`config.mk`:
```
export PLATFORM = sky130hd
export DESIGN_NAME = fsk_demodulator
export DESIGN_NICKNAME = d
export VERILOG_FILES = /design/src/rtl/fsk_demodulator.sv
export SDC_FILE = /design/constraint.sdc
export NUM_CORES = 1
export LEC_CHECK = 0
export CAP_MARGIN = 10
export CORE_MARGIN = 2
export CORE_UTILIZATION = 51
export DETAILED_ROUTE_END_ITERATION = 10
export GPL_TIMING_DRIVEN = 0
export PLACE_DENSITY_LB_ADDON = 0.2
export SKIP_LAST_GASP = 1
export SYNTH_ARGS = -nofsm -noshare
export SYNTH_HDL_FRONTEND = slang
export SYNTH_SLANG_ARGS = --single-unit
```
`constraint.sdc`:
```
create_clock -name clk -period 1.9 [get_ports clk]
set_clock_uncertainty 0.2 [all_clocks]
set_input_delay 0.19 -clock clk [delete_from_list [all_inputs] [get_ports clk]]
set_output_delay 0.19 -clock clk [all_outputs]
set_load 0.05 [all_outputs]
```
`src/rtl/fsk_demodulator.sv`:
```
// fsk_demodulator
//   Binary FSK demodulator for an 8-bit full-wave-rectified ADC stream.
//   A hysteresis comparator finds the rising edge of each rectified hump.
//   The clock count between consecutive edges classifies the hump as mark
//   (short period, bit 1) or space (long period, bit 0). A debounce filter
//   then updates the output bit.
// Ports
//   clk          system clock, all logic on the rising edge
//   rst          synchronous reset, active-high
//   ad_data      unsigned rectified ADC sample, one per clock
//   demod_bit    registered demodulated bit
//   demod_valid  one-cycle strobe, a hump was classified
module fsk_demodulator #(
  parameter logic [7:0]  HI_TH      = 8'd160,
  parameter logic [7:0]  LO_TH      = 8'd96,
  parameter int unsigned PERIOD_TH  = 18,
  parameter int unsigned MAX_PERIOD = 255,
  parameter int unsigned DEBOUNCE   = 2
) (
  input  logic       clk,
  input  logic       rst,
  input  logic [7:0] ad_data,
  output logic       demod_bit,
  output logic       demod_valid
);

  localparam int unsigned AW = $clog2(DEBOUNCE + 1);
  localparam logic [7:0]    PTH  = 8'(PERIOD_TH);
  localparam logic [7:0]    MAXP = 8'(MAX_PERIOD);
  localparam logic [AW-1:0] DEB  = AW'(DEBOUNCE);

  // ARM: the next edge only starts the period timer (after reset or
  // carrier loss). RUN: every edge is classified.
  typedef enum logic {ARM, RUN} arm_e;

  arm_e          arm_q, arm_d;
  logic [7:0]    ad_q, ad_d;
  logic          comp_q, comp_d;
  logic [7:0]    cnt_q, cnt_d;
  logic [AW-1:0] agree_q, agree_d;
  logic          last_q, last_d;
  logic          bit_q, bit_d;
  logic          valid_q, valid_d;

  logic          hump_edge;
  logic          cls;
  logic [AW-1:0] agree_nx;

  always_comb begin
    ad_d = ad_data;

    hump_edge = (ad_q >= HI_TH) && !comp_q;

    comp_d = comp_q;
    if (ad_q >= HI_TH) begin
      comp_d = 1'b1;
    end else if (ad_q <= LO_TH) begin
      comp_d = 1'b0;
    end

    if (hump_edge) begin
      cnt_d = 8'd1;
    end else if (cnt_q >= MAXP) begin
      cnt_d = MAXP;
    end else begin
      cnt_d = cnt_q + 8'd1;
    end

    cls = (cnt_q < PTH);
    if (cls == last_q) begin
      agree_nx = (agree_q >= DEB) ? DEB : agree_q + AW'(1);
    end else begin
      agree_nx = AW'(1);
    end
  end

  always_comb begin
    arm_d   = arm_q;
    agree_d = agree_q;
    last_d  = last_q;
    bit_d   = bit_q;
    valid_d = 1'b0;
    unique case (arm_q)
      ARM: begin
        if (hump_edge) begin
          arm_d = RUN;
        end
      end
      RUN: begin
        // An edge in the saturation cycle wins over the timeout.
        if (hump_edge) begin
          valid_d = 1'b1;
          agree_d = agree_nx;
          last_d  = cls;
          if (agree_nx == DEB) begin
            bit_d = cls;
          end
        end else if (cnt_q >= MAXP) begin
          arm_d   = ARM;
          agree_d = '0;
        end
      end
      default: arm_d = ARM;
    endcase
  end

  always_ff @(posedge clk) begin
    if (rst) begin
      arm_q   <= ARM;
      ad_q    <= '0;
      comp_q  <= 1'b0;
      cnt_q   <= '0;
      agree_q <= '0;
      last_q  <= 1'b0;
      bit_q   <= 1'b0;
      valid_q <= 1'b0;
    end else begin
      arm_q   <= arm_d;
      ad_q    <= ad_d;
      comp_q  <= comp_d;
      cnt_q   <= cnt_d;
      agree_q <= agree_d;
      last_q  <= last_d;
      bit_q   <= bit_d;
      valid_q <= valid_d;
    end
  end

  assign demod_bit   = bit_q;
  assign demod_valid = valid_q;

endmodule

```
==> flow_summary.toml <==
[sta]
grt_setup_unrepaired = "false"
period_needed_ps = 1810
hold_viol_final = 0
setup_tns_ps = 0
slew_headroom = 0.667
timing.fmax_mhz = 553
worst_pin_slew_ps = 499
slew_violations = 0
whs_ps = 214
fin_crit_sh = 0.951
finalSetupViolCount = 0

[cts]
htree_levels = 1
clockBufferDepth = 2
numCtsBuffers = 3
clk_pin_slew_ps = 120
clock_latency_ps = 310
hold_buffers = 0
cts_tree = "done"
cts_root_buffer = "clkbuf_4"
cts.sinks = 23
post_cts_buffers = 0

[global_routing]
grtUsageMet2 = 0.253
use_met3 = 0.0627
grt_overflow = 0
grt_util_met1 = 0.187
top_usage_layer = "met2"
first_global_vias = 611
gr-usage-all-layers = 0.171
grt_pass1_wl_mm = 2.42
antenna_found_initial = 0
grt_max_degree = 14

[floorplanning]
die_h_um = 46.2
io_pins = 12
start_util = 0.532
core_mm2 = 0.00171
die_w_um = 46.2
die_area_mm2 = 0.00213
rows = 15

[setup_path]
critPathSlowestCell = "clkdlybuf4s50_1"
ff2ff_path_depth = 5
critical_path_class = "flop to output port"
cp-end-kind = "output port"
critical_path_required_ps = 1510
crit_family = "buffers and inverters"
critPathMaxFanout = 1
rr_endpoint = "agree_q[1]"
timing.rr.start = "cnt_q[0]"
regToRegSetupSlack_ps = 160
path_buf_inv = 1
start_kind = "flop"
worstPathCellList = "clkdlybuf4s50_1"
max_stage_delay_ps = 780
crit_arrival_ps = 1420

[synth]
syn_area_per_cell_um2 = 9.66
synth.distinct_cells = 32
syn_area_um2 = 908
synth_area_leader_cell = "dfxtp_1"
synth_edf_count = 0
ys_top_cells_by_count = "dfxtp_1 (23), nor2b_1 (8), nor2_1 (7), a21oi_1 (6)"
synthArstFlopShare = 0
syn-num-nets = 105
synth_area_leaders = "dfxtp_1 (51%), nor2b_1 (5.5%), a21oi_1 (3.3%), nor2_1 (2.9%), nand3_1 (2.8%)"
synth-warning-count = 0
ys_seq_elements = 23
synth_cells = 94
synth_flop_cell = "dfxtp_1"
yosysMostFrequentCell = "dfxtp_1"
synth.top_cell.area_share = 0.507
synth_seq_area_share = 0.507

[routing]
via_count = 744
vias_per_cell = 5.55
wire_per_inst_um = 11.4
drc_errors = 0
drtIter0Drc = 9
wirelength_mm = 1.53
ant_nets = 0
drtPass1Iterations = 4

[pwr]
ir_drop_uv = 529
power.density_mw_per_mm2 = 750
p_total_mw = 0.810
power.leakage_nw = 0.395

[flow_run]
cap_viol_max_count = 0

[cells_and_area]
nets = 121
postLayoutCellArea_mm2 = 0.00108
layout-drive-gt1-share = 0.110
diodes = 0
syn_to_final_growth_pct = 18.9

[placed_design]
placed_area_mm2 = 0.00105
dpl.hpwl_mm = 1.17
portBuffers = 11
gp_congestion = 0.865

[hold_path]
worstHoldStart = "ad_data[1]"
worstHoldEndpoint = "ad_q[1]"
hold_class = "input pin to flop"
min_path_cells = 2

[run_status]
status = "finished, final reports clean"
## kinds of logic (layout without fill, tap and decap cells)
family,Yosys count,after routing,synth area share
adders and majority gates,1,1,0.0138
AOI/OAI and AO/OA,22,22,0.158
xor gates and xnor gates,2,2,0.0193
muxes,2,2,0.0220
DFF,23,23,0.507
buffers and inverters,3,18,0.0124
and+or+nand+nor,41,41,0.267
## area by class of cell
type                            count  area, um^2
Clock inverter                      1        5.00
Multi-Input combinational cell     68         437
Clock buffer                        3        22.5
Tap cell                           25        31.3
Inverter                            2        7.51
Timing Repair Buffer               11         113
Fill cell                         142         628
Sequential cell                    23         460
Buffer                              1        3.75
## worst max path at each step
stage                           start  cells past startpoint          end
after floorplan              cnt_q[0]                      5   agree_q[1]
after global placement            rst                      4   agree_q[1]
after detailed placement          rst                      4   agree_q[1]
after CTS                   demod_bit                      1    demod_bit
after global routing         cnt_q[0]                      5   agree_q[1]
final                     demod_valid                      1  demod_valid
## routing by layer
layer,part of all wire,vias up
met5,0,-
met4,0.033,0
met3,0.042,5
met2,0.48,18
met1,0.44,351
li1,-,370
## power breakdown
group | internal (mW) | switching [mW] | leakage (nW)
clock | 0.0787 | 0.145 | 0.0177
sequential | 0.502 | 0.0137 | 0.188
combinational | 0.0384 | 0.0325 | 0.189
## stage by stage
stage / worst slack (ps) / instances / utilization
detailed placement: -55.0 / 130 / 0.615
finish: 93.2 / 134 / 0.632
global route: 41.0 / 134 / 0.632
global placement: -4.70 / 130 / 0.615
CTS: 22.9 / 134 / 0.631
floorplan: 354 / 94 / -
## placed cells by master, fill, tap and decap left out, types with 2 or more instances in the layout
master / n
dfxtp_1: 23
clkdlybuf4s50_1: 10
nor2b_1: 8
nor2_1: 7
a21oi_1: 6
nand3_1: 5
o21ai_0: 5
nor3_1: 4
nand2_1: 4
a31oi_1: 3
clkbuf_4: 3
o31ai_1: 2
inv_1: 2
nor3b_1: 2
mux2i_1: 2
or2_2: 2
or3_1: 2
## state kept, by name, indices dropped and copies added (netlist names)
| signal | flops |
|---|---|
| comp_q | 1 |
| ad_q | 8 |
| arm_q | 1 |
| demod_bit | 1 |
| last_q | 1 |
| agree_q | 2 |
| demod_valid | 1 |
| cnt_q | 8 |
## what timing repair did
action | in CTS | in global routing
setup endpoints to repair | 0 | 1
endpoints found under the hold margin | 0 | 0
gates resized for setup | 0 | 1
No activity file was read; power rests on OpenSTA's default activity.
